File: config.mk
export PLATFORM = sky130hd
export DESIGN_NAME = lcd_bus_ctrl
export DESIGN_NICKNAME = d
export VERILOG_FILES = /design/src/rtl/lcd_pkg.sv /design/src/rtl/lcd_cmd_fifo.sv /design/src/rtl/lcd_bus_ctrl.sv
export SDC_FILE = /design/constraint.sdc
export NUM_CORES = 1
export LEC_CHECK = 0
export ABC_AREA = 1
export CAP_MARGIN = 20
export CORE_MARGIN = 2
export CORE_UTILIZATION = 35
export CTS_BUF_LIST = sky130_fd_sc_hd__clkbuf_16
export CTS_CLUSTER_DIAMETER = 30
export DETAILED_ROUTE_END_ITERATION = 8
export GPL_TIMING_DRIVEN = 0
export PLACE_DENSITY = 0.59
export SLEW_MARGIN = 20
export SYNTH_ARGS = -nofsm -noshare
export SYNTH_HDL_FRONTEND = slang
export SYNTH_SLANG_ARGS = --single-unit
File: constraint.sdc
create_clock -name i_clk -period 2.3 [get_ports i_clk]
set_input_delay 0.575 -clock i_clk [delete_from_list [all_inputs] [get_ports i_clk]]
set_output_delay 0.575 -clock i_clk [all_outputs]
set_load 0.05 [all_outputs]
File: src/rtl/lcd_pkg.sv
// Shared types and constants for the HD44780-style LCD bus controller.
// The optional power-on init sequence is enabled by defining LCD_INIT_SEQ_EN.
package lcd_pkg;

    localparam int unsigned LCD_ON_BIT = 31;
    localparam int unsigned LCD_RS_BIT = 10;
    localparam int unsigned LCD_EN_BIT = 8;

    localparam logic [7:0] LCD_CMD_CLEAR    = 8'h01;
    localparam logic [7:0] LCD_CMD_HOME     = 8'h02;
    localparam logic [7:0] LCD_CMD_FUNC_SET = 8'h38;
    localparam logic [7:0] LCD_CMD_DISP_ON  = 8'h0C;
    localparam logic [7:0] LCD_CMD_ENTRY    = 8'h06;

    localparam int unsigned LCD_INIT_LEN = 4;

    typedef enum logic [2:0] {
        ST_IDLE,
        ST_SETUP,
        ST_EN_HI,
        ST_HOLD,
        ST_WAIT,
        ST_PWR_WAIT
    } lcd_state_e;

    typedef struct packed {
        logic       rs;
        logic [7:0] data;
    } lcd_entry_t;

    // Clear (0x01) and return-home (0x02/0x03) need the long execution wait.
    function automatic logic is_clear_home(input lcd_entry_t e);
        return !e.rs && ((e.data == LCD_CMD_CLEAR) || (e.data == LCD_CMD_HOME) ||
                         (e.data == (LCD_CMD_CLEAR | LCD_CMD_HOME)));
    endfunction

    function automatic logic [7:0] init_cmd(input logic [1:0] idx);
        logic [7:0] cmd;
        case (idx)
            2'd0:    cmd = LCD_CMD_FUNC_SET;
            2'd1:    cmd = LCD_CMD_DISP_ON;
            2'd2:    cmd = LCD_CMD_CLEAR;
            default: cmd = LCD_CMD_ENTRY;
        endcase
        return cmd;
    endfunction

    function automatic int unsigned max_u(input int unsigned a, input int unsigned b);
        return (a > b) ? a : b;
    endfunction

endpackage

File: src/rtl/lcd_cmd_fifo.sv
// Synchronous command FIFO with registered count/full/empty and flush.
module lcd_cmd_fifo
    import lcd_pkg::*;
#(
    parameter int unsigned DEPTH = 4
) (
    input  logic       clk,
    input  logic       reset,
    input  logic       flush,
    input  logic       push,
    input  logic       pop,
    input  lcd_entry_t wdata,
    output lcd_entry_t rdata_c,
    output logic       full,
    output logic       empty,
    output logic       empty_nxt_c,
    output logic       drop_c
);

    localparam int unsigned PTR_W = $clog2(DEPTH);
    localparam int unsigned CNT_W = $clog2(DEPTH) + 1;

    lcd_entry_t        mem [DEPTH];
    logic [PTR_W-1:0]  wr_ptr_q;
    logic [PTR_W-1:0]  rd_ptr_q;
    logic [CNT_W-1:0]  count_q;
    logic [CNT_W-1:0]  count_d;
    logic              push_ok;
    logic              pop_ok;

    // A push into a full FIFO is still accepted when a pop frees a slot in the same cycle.
    assign pop_ok  = pop && !empty && !flush;
    assign push_ok = push && !flush && (!full || pop_ok);
    assign drop_c  = push && !flush && full && !pop_ok;
    assign rdata_c = mem[rd_ptr_q];

    always_comb begin
        count_d = count_q;
        if (flush) begin
            count_d = '0;
        end else if (push_ok && !pop_ok) begin
            count_d = count_q + CNT_W'(1);
        end else if (pop_ok && !push_ok) begin
            count_d = count_q - CNT_W'(1);
        end
    end

    assign empty_nxt_c = (count_d == '0);

    always_ff @(posedge clk) begin
        if (reset) begin
            wr_ptr_q <= '0;
            rd_ptr_q <= '0;
            count_q  <= '0;
            full     <= 1'b0;
            empty    <= 1'b1;
        end else begin
            if (flush) begin
                wr_ptr_q <= '0;
                rd_ptr_q <= '0;
            end else begin
                if (push_ok) wr_ptr_q <= wr_ptr_q + PTR_W'(1);
                if (pop_ok)  rd_ptr_q <= rd_ptr_q + PTR_W'(1);
            end
            count_q <= count_d;
            full    <= (count_d == CNT_W'(DEPTH));
            empty   <= (count_d == '0);
        end
    end

    always_ff @(posedge clk) begin
        if (push_ok) mem[wr_ptr_q] <= wdata;
    end

endmodule

File: src/rtl/lcd_bus_ctrl.sv
// Turns core LCD register writes into timed HD44780 bus cycles via a command queue.
// Define LCD_INIT_SEQ_EN to add the power-on delay and internal init command sequence.
module lcd_bus_ctrl
    import lcd_pkg::*;
#(
    parameter int unsigned FIFO_DEPTH  = 4,
    parameter int unsigned T_SETUP_CYC = 4,
    parameter int unsigned T_EN_CYC    = 25,
    parameter int unsigned T_HOLD_CYC  = 2,
    parameter int unsigned T_EXEC_CYC  = 2500,
    parameter int unsigned T_CLR_CYC   = 82000,
    parameter int unsigned T_PWR_CYC   = 750000
) (
    input  logic        i_clk,
    input  logic        i_reset,
    input  logic [31:0] i_io_lcd,
    output logic [7:0]  o_lcd_data,
    output logic        o_lcd_rs,
    output logic        o_lcd_rw,
    output logic        o_lcd_en,
    output logic        o_lcd_on,
    output logic        o_busy,
    output logic        o_ovf
);

    localparam int unsigned T_MAX = max_u(max_u(max_u(T_SETUP_CYC, T_EN_CYC),
                                                max_u(T_HOLD_CYC, T_EXEC_CYC)),
                                          max_u(T_CLR_CYC, T_PWR_CYC));
    localparam int unsigned CNT_W = $clog2(T_MAX) + 1;

    localparam logic [CNT_W-1:0] C_SETUP = CNT_W'(T_SETUP_CYC - 1);
    localparam logic [CNT_W-1:0] C_EN    = CNT_W'(T_EN_CYC - 1);
    localparam logic [CNT_W-1:0] C_HOLD  = CNT_W'(T_HOLD_CYC - 1);
    localparam logic [CNT_W-1:0] C_EXEC  = CNT_W'(T_EXEC_CYC - 1);
    localparam logic [CNT_W-1:0] C_CLR   = CNT_W'(T_CLR_CYC - 1);
    localparam logic [CNT_W-1:0] C_PWR   = CNT_W'(T_PWR_CYC - 1);

    lcd_state_e       state_q, state_d;
    logic [CNT_W-1:0] cnt_q, cnt_d;
    logic             rs_q, rs_d;
    logic [7:0]       data_q, data_d;
    logic             en_q, en_d;
    logic             clr_q, clr_d;
    logic             busy_d;
    logic             on_q;
    logic             en_prev_q;
    logic             ovf_q;
    logic             busy_q;
    logic             cnt_zero;

    logic             push_c;
    logic             pop_c;
    lcd_entry_t       push_entry_c;
    lcd_entry_t       fifo_head;
    logic             fifo_full;
    logic             fifo_empty;
    logic             fifo_empty_nxt;
    logic             fifo_drop;
    logic             unused_io_bits;

`ifdef LCD_INIT_SEQ_EN
    logic             init_done_q, init_done_d;
    logic [1:0]       init_idx_q, init_idx_d;
    lcd_entry_t       init_entry;
`endif

    assign unused_io_bits = ^{i_io_lcd[30:11], i_io_lcd[9]};

    // New command on the EN strobe rising edge, only while the display is on.
    assign push_c       = i_io_lcd[LCD_EN_BIT] && !en_prev_q && i_io_lcd[LCD_ON_BIT];
    assign push_entry_c = '{rs: i_io_lcd[LCD_RS_BIT], data: i_io_lcd[7:0]};
    assign cnt_zero     = (cnt_q == '0);

    lcd_cmd_fifo #(
        .DEPTH (FIFO_DEPTH)
    ) u_fifo (
        .clk         (i_clk),
        .reset       (i_reset),
        .flush       (!on_q),
        .push        (push_c),
        .pop         (pop_c),
        .wdata       (push_entry_c),
        .rdata_c     (fifo_head),
        .full        (fifo_full),
        .empty       (fifo_empty),
        .empty_nxt_c (fifo_empty_nxt),
        .drop_c      (fifo_drop)
    );

    always_comb begin : fsm_next
        state_d = state_q;
        cnt_d   = cnt_q;
        rs_d    = rs_q;
        data_d  = data_q;
        en_d    = en_q;
        clr_d   = clr_q;
        pop_c   = 1'b0;
`ifdef LCD_INIT_SEQ_EN
        init_done_d = init_done_q;
        init_idx_d  = init_idx_q;
        init_entry  = '{rs: 1'b0, data: init_cmd(init_idx_q)};
`endif
        if (!on_q) begin
            // Display switched off: abandon the current bus cycle and the queue.
            en_d = 1'b0;
`ifdef LCD_INIT_SEQ_EN
            if (init_done_q) begin
                state_d = ST_IDLE;
                cnt_d   = '0;
            end else begin
                state_d    = ST_PWR_WAIT;
                cnt_d      = C_PWR;
                init_idx_d = '0;
            end
`else
            state_d = ST_IDLE;
            cnt_d   = '0;
`endif
        end else begin
            unique case (state_q)
                ST_IDLE: begin
`ifdef LCD_INIT_SEQ_EN
                    if (!init_done_q) begin
                        rs_d        = init_entry.rs;
                        data_d      = init_entry.data;
                        clr_d       = is_clear_home(init_entry);
                        init_idx_d  = init_idx_q + 2'd1;
                        init_done_d = (init_idx_q == 2'(LCD_INIT_LEN - 1));
                        state_d     = ST_SETUP;
                        cnt_d       = C_SETUP;
                    end else if (!fifo_empty) begin
`else
                    if (!fifo_empty) begin
`endif
                        pop_c   = 1'b1;
                        rs_d    = fifo_head.rs;
                        data_d  = fifo_head.data;
                        clr_d   = is_clear_home(fifo_head);
                        state_d = ST_SETUP;
                        cnt_d   = C_SETUP;
                    end
                end
                ST_SETUP: begin
                    if (cnt_zero) begin
                        state_d = ST_EN_HI;
                        en_d    = 1'b1;
                        cnt_d   = C_EN;
                    end else begin
                        cnt_d = cnt_q - CNT_W'(1);
                    end
                end
                ST_EN_HI: begin
                    if (cnt_zero) begin
                        state_d = ST_HOLD;
                        en_d    = 1'b0;
                        cnt_d   = C_HOLD;
                    end else begin
                        cnt_d = cnt_q - CNT_W'(1);
                    end
                end
                ST_HOLD: begin
                    if (cnt_zero) begin
                        state_d = ST_WAIT;
                        cnt_d   = clr_q ? C_CLR : C_EXEC;
                    end else begin
                        cnt_d = cnt_q - CNT_W'(1);
                    end
                end
                ST_WAIT, ST_PWR_WAIT: begin
                    if (cnt_zero) begin
                        state_d = ST_IDLE;
                    end else begin
                        cnt_d = cnt_q - CNT_W'(1);
                    end
                end
                default: begin
                    state_d = ST_IDLE;
                    en_d    = 1'b0;
                    cnt_d   = '0;
                end
            endcase
        end
    end

    always_comb begin : busy_next
`ifdef LCD_INIT_SEQ_EN
        busy_d = (state_d != ST_IDLE) || !fifo_empty_nxt || !init_done_d;
`else
        busy_d = (state_d != ST_IDLE) || !fifo_empty_nxt;
`endif
    end

    always_ff @(posedge i_clk) begin : fsm_regs
        if (i_reset) begin
`ifdef LCD_INIT_SEQ_EN
            state_q     <= ST_PWR_WAIT;
            cnt_q       <= C_PWR;
            init_done_q <= 1'b0;
            init_idx_q  <= '0;
`else
            state_q     <= ST_IDLE;
            cnt_q       <= '0;
`endif
            rs_q        <= 1'b0;
            data_q      <= '0;
            en_q        <= 1'b0;
            clr_q       <= 1'b0;
            on_q        <= 1'b0;
            en_prev_q   <= 1'b0;
            ovf_q       <= 1'b0;
            busy_q      <= 1'b0;
        end else begin
            state_q     <= state_d;
            cnt_q       <= cnt_d;
            rs_q        <= rs_d;
            data_q      <= data_d;
            en_q        <= en_d;
            clr_q       <= clr_d;
            on_q        <= i_io_lcd[LCD_ON_BIT];
            en_prev_q   <= i_io_lcd[LCD_EN_BIT];
            busy_q      <= busy_d;
            if (fifo_drop) ovf_q <= 1'b1;
`ifdef LCD_INIT_SEQ_EN
            init_done_q <= init_done_d;
            init_idx_q  <= init_idx_d;
`endif
        end
    end

    assign o_lcd_data = data_q;
    assign o_lcd_rs   = rs_q;
    assign o_lcd_rw   = 1'b0;
    assign o_lcd_en   = en_q;
    assign o_lcd_on   = on_q;
    assign o_busy     = busy_q;
    assign o_ovf      = ovf_q;

    // Full flag is implied by the drop strobe; kept as a port of the queue for reuse.
    logic unused_fifo_full;
    assign unused_fifo_full = fifo_full;

endmodule

# Word level (Yosys, flattened, before mapping)
# Memory sizes are Yosys's and may differ from the RTL's. A register that Yosys moved wholly into a read port is not among the register bits.
# Index checks and enable logic that the tools add are counted.
[word_totals] inputBits=34 regBits=48 n_memories=1 out_inout_bits=14 mem_bits_rw=36
[classes] n_addsub=5 n_mux=27 n_reduce_logical=32 n_eq_ne=13 bitwise=3
[mem_list] name="u_fifo.mem" words=4 word_bits=9 read_ports=1 rd_clocked_by_memory_dff=1 write_ports=1 line="lcd_cmd_fifo.sv:23" text="lcd_entry_t mem [DEPTH];"
[ops] operator="two-way mux 21 bit" n=5
[ops] operator="one-hot mux 21 bit (5 select lines)" n=1
[ops] operator="two-way mux 3 bit" n=9
[ops] operator="logical NOT 21 bit" n=1
[ops] operator="subtractor 21 x 1 -> 21 bit, second input constant" n=1
[ops] operator="two-way mux 17 bit" n=1
[ops] operator="equality test 8 x 2 -> 1 bit, second input constant" n=2
[ops] operator="one-hot mux 3 bit (5 select lines)" n=1
[ops] operator="logical AND 1 bit" n=11
[ops] operator="equality test 3 bit, second input constant" n=3
[ops] operator="equality test 8 x 1 -> 1 bit, second input constant" n=1
[ops] operator="!= test 2 bit, second input constant" n=4
[ops] operator="logical NOT 1 bit" n=7
[ops] operator="two-way mux 1 bit" n=7
[ops] operator="equality test 3 x 2 -> 1 bit, second input constant" n=2
[ops] operator="logical NOT 3 bit" n=2
[ops] operator="AND reduction 3 bit" n=2
[ops] operator="adder 2 x 1 -> 2 bit, second input constant" n=2
[ops] operator="logical OR 1 bit" n=4
[ops] operator="two-way mux 2 bit" n=2
[ops] operator="OR reduction 2 bit" n=2
[ops] operator="OR reduction 4 bit" n=1
[ops] operator="adder 3 x 1 -> 3 bit, second input constant" n=1
[ops] operator="equality test 3 x 1 -> 1 bit, second input constant" n=1
[ops] operator="5 further kinds" n=7

# Longest topological paths before layout
# Gate-level depths: netlist (run 1).
[depth] word_depth=15 depth_mapped=12 depth_no_buf=12

# Cells and area by module
# From an unflattened synthesis (run 1), not the netlist that was laid out.
[hier_totals] cells_unflattened=523 hier_area_um2=4289.1
[modules_own_cells] module="lcd_bus_ctrl" area_per_inst_um2=2299.7 cells_per_inst=348 instances=1 seq_area_each_um2=780.7
[modules_own_cells] module="lcd_cmd_fifo" area_per_inst_um2=1989.4 cells_per_inst=175 instances=1 seq_area_each_um2=1301.2

# Worst setup path before layout (run 1)
# OpenSTA, ideal clock, no wires.
[synth_timing] path_type="reg2reg" from="register on_q, in the netlist o_lcd_on" to="memory u_fifo.mem[0][0] (netlist name), enable pin" synth_period_minus_slack_ns=2.252 required_time_ns=1.926 path_slack_ns=0.048 stages_incl_launch_ff=7 n_path_buf=0 arrival_time_ns=1.878 cell_sequence="dfxtp_1 -> nand2_1 -> nor3_2 -> inv_1 -> a21oi_1 -> inv_1 -> nor2_1"
[synth_via] elab_chain_len=7 word_cells_on_any_way=8
[synth_rtl] item="from (decl)" line="lcd_bus_ctrl.sv:45" text="logic on_q;"
[synth_rtl] item="from (signal assigned)" line="lcd_bus_ctrl.sv:219" text="on_q <= i_io_lcd[LCD_ON_BIT];"
[synth_rtl] item="two-way mux 1 bit" line="lcd_bus_ctrl.sv:103" text="if (!on_q) begin"
[synth_rtl] item="logical AND 1 bit (2 in series)" line="lcd_cmd_fifo.sv:32" text="assign pop_ok = pop && !empty && !flush;"
[synth_rtl] item="logical OR 1 bit" line="lcd_cmd_fifo.sv:33" text="assign push_ok = push && !flush && (!full || pop_ok);"
[synth_rtl] item="logical AND 1 bit (*)" line="lcd_cmd_fifo.sv:33"
[synth_rtl] item="two-way mux 1 bit (*)" line="lcd_cmd_fifo.sv:72" text="if (push_ok) mem[wr_ptr_q] <= wdata;"
[synth_rtl] item="two-way mux 1 bit (not written as such) (*)" line="lcd_cmd_fifo.sv:72"
[synth_rtl] item="to (decl)" line="lcd_cmd_fifo.sv:23"
# Mark *: on every way between the ends. The rest lies on a longest branch, timed or not.

# Worst setup path in the final report (run 1)
[layout_timing] from="register on_q, in the netlist o_lcd_on" to="output port o_lcd_on"
[layout_lines] item="to (decl)" line="lcd_bus_ctrl.sv:21" text="output logic o_lcd_on,"
# No word-level cell between the ends.

==> metrics, run 1 <==
status=complete, no violations; antenna violation net count after detailed routing=0; final-layout fill cell count=1093; CP max-delay cell=clkdlybuf4s50_1; RSZ-0062 raised after global routing=no; Overflow after GRT=0; Syn. warnings=0; Post-Syn Area=4130 um^2; die area=12700 um^2; Iter 0 DRT Violations=188; ranking of synthesized cells by area=edfxtp_1 26%, dfxtp_1 24%, nand2_1 9.1%; clk_lat worst skew=0.34 ns; CTS clock-pin slew for the worst setup and hold paths=0.07 ns; Most used DFF post-synth=dfxtp_1; Fin. Hold Viols=0; critical path depth=1; overall routing resource usage=0.154; diode count=0; cells after synthesis=491; Req. time, crit path=1.73 ns; area growth from synthesis to layout=20.7%; most common cell in the netlist=nand2_1; clock sinks=86; share of flip-flops with an asynchronous set or reset=0; register area share after synthesis=0.504; reg2reg path depth=11; Critical Path AT=1.61 ns; worst-path cell chain=clkdlybuf4s50_1; CP endpoint kind=output pin; CTS tree=built; Post-synth EDFFs=36; port bufs=24; top sig layer=met4; Mapped Nets=532; post-place setup slack=-0.801 ns; FF-to-FF End=cnt_q[16]$_SDFFE_PP0P_; Post-Syn Area per Cell=8.41 um^2; max-slew violation count=0; Critical Path Source=o_lcd_on$_SDFF_PP0_; CP top delay family=buffers and inverters; Power Total=0.00329 W; hold buffer count at CTS=0; Setup CP Type=reg -> out; final period utilization=0.951; Die W=113 um; R2R setup slack=0.25 ns; static leakage=1.97 nW; Remaining DRCs=0; Bufs on Longest Clock Path=2; Worst Path Buf+Inv=1; total vias in the final route=3364; most instantiated cells after synthesis=100 x nand2_1, 66 x nor2_1, 50 x dfxtp_1, 48 x inv_1, 36 x edfxtp_1; Yosys cell types=41; routed wl met2=4490 um; routed wire length=9280 um; final setup vio count=0; worst slew pin tran=0.870 ns; clk root buf=clkbuf_16; final core utilization=0.435; hpwl dp=6630 um; Worst path max stage delay=0.85 ns; height of the chip=113 um; vias in the first global route=3314; Startpoint Class=flop; WL met1=4240 um; R2R Path Start=cnt_q[0]$_SDFFE_PP0P_; worst vdd ir=0.000382 V; Yosys top cell area share=0.262; final net count=571; Fmax=0.457 GHz; via/cell ratio=4.96; Final GP Congestion=0.881; crit-path max FO=6; Yosys reg bits=86; area leader, netlist=edfxtp_1; H-Tree Depth=3; Initial Utilization=0.360; I/O pin total=48; share of layout cells above drive strength 1=0.127; FP Rows=39; HP Class=reg -> reg; drt first pass iters=5; routed len/inst=13.7 um; Pwr Density=659 nW/um^2; initial antenna violation count=0; Critical Path End=o_lcd_on; largest net degree at the start of global routing=17; Core Region=11500 um^2; MaxCap Viol Count=0; met3 routed WL=432 um; max_slew headroom=0.418; TritonCTS Buffers=9; first-pass GRT wire length=15600 um; final worst slack=0.112 ns; minimum clock period=2.19 ns; Setup Skew=0.00564 ns
-- state kept, by name, indices dropped and copies added (netlist names), named ones only --
name / cells
u_fifo.empty: 1
en_prev_q: 1
o_ovf: 1
clr_q: 1
o_busy: 1
u_fifo.mem: 36
o_lcd_on: 1
o_lcd_en: 1
u_fifo.rd_ptr_q: 2
u_fifo.count_q: 3
cnt_q: 21
state_q: 3
o_lcd_data: 8
u_fifo.full: 1
u_fifo.wr_ptr_q: 2
o_lcd_rs: 1
-- cell type report --
class                           instances  area [um^2]  share of cell area
Buffer                                 12         65.1              0.0130
Inverter                               54          203              0.0406
Multi-Input combinational cell        339         1820               0.364
Clock inverter                          6         73.8              0.0148
Clock buffer                           10          250              0.0502
Sequential cell                        86         2080               0.417
Tap cell                              143          179              0.0359
Timing Repair Buffer                   28          320              0.0642
-- kinds of logic after synthesis --
logic type      share of synthesized area
buf+inv                            0.0648
flops                               0.504
simple gates                        0.272
xor+xnor                           0.0212
other cells                      0.000908
compound gates                      0.116
fa+ha+maj                          0.0212
-- worst min path at each step --
stage / slack (ns) / depth (start not counted) / from / endpoint
floorplan: 0.44 / 2 / u_fifo.rd_ptr_q[1]$_SDFFE_PP0P_ / flop
global placement: 0.45 / 2 / u_fifo.rd_ptr_q[1]$_SDFFE_PP0P_ / u_fifo.rd_ptr_q[1]$_SDFFE_PP0P_
detailed placement: 0.46 / 2 / o_ovf$_SDFFE_PP0P_ / o_ovf$_SDFFE_PP0P_
CTS: 0.48 / 2 / u_fifo.rd_ptr_q[1]$_SDFFE_PP0P_ / u_fifo.rd_ptr_q[1]$_SDFFE_PP0P_
global route: 0.50 / 2 / u_fifo.rd_ptr_q[1]$_SDFFE_PP0P_ / flop
finish: 0.47 / 2 / u_fifo.rd_ptr_q[1]$_SDFFE_PP0P_ / u_fifo.rd_ptr_q[1]$_SDFFE_PP0P_
-- repair_timing --
item,in CTS,in global routing
pin swaps,0,4
setup endpoints to repair,36,36
gates resized for setup,4,6
buffers inserted,0,4
-- placed cells by master, fill, tap and decap left out, drive strengths merged --
| cell type | n |
|---|---|
| a21oi | 35 |
| a31oi | 1 |
| a32o | 1 |
| buf | 13 |
| bufinv | 1 |
| clkbuf | 13 |
| clkdlybuf4s50 | 24 |
| clkinv | 2 |
| conb | 1 |
| dfxtp | 50 |
| edfxtp | 36 |
| ha | 7 |
| inv | 57 |
| nand2 | 106 |
| nand3 | 30 |
| nand3b | 2 |
| nand4 | 9 |
| nor2 | 74 |
| nor3 | 7 |
| nor3b | 4 |
| nor4 | 4 |
| o2111ai | 1 |
| o211ai | 2 |
| o21ai | 36 |
| o22a | 7 |
| o22ai | 1 |
| or2 | 1 |
| xnor2 | 3 |
| xor2 | 7 |
-- metal layers --
layer / track usage / vias up
li1: - / 1713
met1: 0.199 / 1578
met2: 0.249 / 65
met3: 0.0383 / 8
met4: 0.0561 / 0
met5: 0 / -
-- through the flow --
step                area (um^2)  setup TNS [ns]  hold slack [ns]  instances
floorplan                  4130               0            0.436        491
global placement           4550          -25.28            0.449        658
detailed placement         4550          -26.81            0.461        658
CTS                        4880           -5.61            0.477        674
global route               4990               0            0.498        678
finish                     4990               0            0.470        678
-- power by group --
part | switching, W | internal (W)
combinational | 0.0000793 | 0.0000487
clock | 0.000634 | 0.000926
sequential | 0.00000541 | 0.00160
total | 0.000719 | 0.00257
-- worst min-delay path: cells and delay by family, from the launching register on --
kind	cells	cell delay [ns]
flops	1	0.30
compound gates	1	0.07
buf+inv	1	0.06
No activity file was read; power rests on OpenSTA's default activity.
==> run 2, diff against run 1 <==
GPL_TIMING_DRIVEN = not set   (was 0)
HOLD_SLACK_MARGIN = 0.08   (was not set)
==> run 2 against run 1 <==
Effect of this change: worst setup slack lost 0.00092 ns; register-to-register slack lost 0.03 ns; via count shrank 1.7%; clock skew grew 0.0027 ns; sequential share of layout area grew 0.46 points; global-route usage shrank 0.21 points; non-clock buffer count shrank 2; combinational power is essentially flat.
==> metrics, run 2 (synthesis results as in run 1) <==
Overflow after GRT=0; CTS clock-pin slew for the worst setup and hold paths=0.07 ns; Iter 0 DRT Violations=178; die area=12700 um^2; Final GP Congestion=0.848; Power Total=0.00335 W; I/O pin total=48; Setup Skew=0.00837 ns; FF/Latch Area=2080 um^2; routed wire length=8910 um; final setup vio count=0; most frequent cells in the layout=100 x nand2_1, 66 x nor2_1, 50 x dfxtp_1; Worst Path Buf+Inv=1; static leakage=1.96 nW; TNS Setup=0 ns; post-place setup slack=0.00121 ns; Fmax=0.457 GHz; reg2reg path depth=11; RSZ-0062 raised after global routing=no; share of layout cells above drive strength 1=0.116; leading cell type in the layout, fill and taps excluded=nand2_1; Initial Utilization=0.360; total vias in the final route=3306; CP max-delay cell=clkdlybuf4s50_1; routed len/inst=13.2 um; final core utilization=0.430; Pwr Density=678 nW/um^2; Req. time, crit path=1.73 ns; area growth from synthesis to layout=19.4%; CTS tree=built; antenna violation net count after detailed routing=0; drt first pass iters=4; TritonCTS Buffers=9; minimum clock period=2.19 ns; Die W=113 um; Critical Path AT=1.61 ns; overall routing resource usage=0.152; via/cell ratio=4.89; port bufs=25; post-CTS resize count=0; first-pass GRT wire length=15200 um; final period utilization=0.952; HP Class=reg -> reg; Fin. Hold Viols=0; diode count=0; final net count=569; worst-path cell chain=clkdlybuf4s50_1; clk_lat worst skew=0.34 ns; Top reg by flops=u_fifo.mem; FP Rows=39; worst vdd ir=0.000324 V; hold path start=u_fifo.rd_ptr_q[1]$_SDFFE_PP0P_; initial antenna violation count=0; Remaining DRCs=0; max FFs per register=36; final worst slack=0.111 ns; area of the multi-input gates=1780 um^2; hold buffer count at CTS=0; clk root buf=clkbuf_16; max_slew headroom=0.499; max-slew violation count=0; Setup CP Type=reg -> out; status=complete, no violations; Startpoint Class=flop; FF-to-FF End=cnt_q[14]$_SDFFE_PP0P_; hpwl dp=6300 um; CP endpoint kind=output pin; final-layout fill cell count=1099; Hold Path Stages=2; clock sinks=86; H-Tree Depth=3; CP top delay family=buffers and inverters; vias in the first global route=3220; Core Region=11500 um^2; worst slew pin tran=0.745 ns; MaxCap Viol Count=0; R2R setup slack=0.22 ns; R2R Path Start=cnt_q[0]$_SDFFE_PP0P_; largest net degree at the start of global routing=20; height of the chip=113 um; # Post-CTS Setup Buffers=0; Bufs on Longest Clock Path=2; Worst path max stage delay=0.84 ns; crit-path max FO=6
run 2: cell count changes in the layout (fill, tap and decap cells not counted), moves of 3 or more:
cell,previous run,this run
nor2_1,62,66
buf_4,1,13
buf_2,7,0
nor2_4,7,3
clkbuf_1,3,0
buf_12,4,0
run 2: report_power, final:
group | internal (W) | leakage [nW] | total, W | switching [W]
logic | 0.0000493 | 1.07 | 0.000127 | 0.0000776
registers | 0.00160 | 0.727 | 0.00160 | 0.00000532
clock network | 0.000989 | 0.165 | 0.00162 | 0.000630
total | 0.00263 | 1.96 | 0.00335 | 0.000713
run 2: layer usage:
| metal | vias up | wire (um) | track usage |
|---|---|---|---|
| met5 | - | 0 | 0 |
| met4 | 0 | 180 | 0.0740 |
| met3 | 11 | 350 | 0.0275 |
| met2 | 60 | 4130 | 0.238 |
| met1 | 1527 | 4250 | 0.202 |
| li1 | 1708 | - | - |
run 2: how the worst max path moves through the flow:
stage	slack, ns	depth (start not counted)	endpoint	from
after CTS	0.1	1	o_lcd_on	o_lcd_on$_SDFF_PP0_
after global routing	0.05	10	cnt_q[19]$_SDFFE_PP0P_	cnt_q[0]$_SDFFE_PP0P_
final	0.11	1	o_lcd_on	o_lcd_on$_SDFF_PP0_
after detailed placement	0.001	8	u_fifo.mem[3][2]$_DFFE_PP_	i_io_lcd[8]
after global placement	0.03	8	u_fifo.mem[0][2]$_DFFE_PP_	i_io_lcd[31]
after floorplan	0.05	6	u_fifo.mem[0][0]$_DFFE_PP_	o_lcd_on$_SDFF_PP0_
run 2: cell type report:
class                           instances  share of cell area
Inverter                               54              0.0411
Timing Repair Buffer                   38              0.0705
Clock inverter                          5              0.0134
Tap cell                              143              0.0363
Sequential cell                        86               0.422
Clock buffer                           11              0.0558
Multi-Input combinational cell        339               0.361
run 2: metrics by stage:
stage | instances | area (um^2) | hold slack (ns)
after detailed placement | 660 | 4590 | 0.464
after global routing | 676 | 4930 | 0.508
after floorplan | 491 | 4130 | 0.436
after global placement | 660 | 4590 | 0.448
final | 676 | 4930 | 0.478
after CTS | 676 | 4930 | 0.476
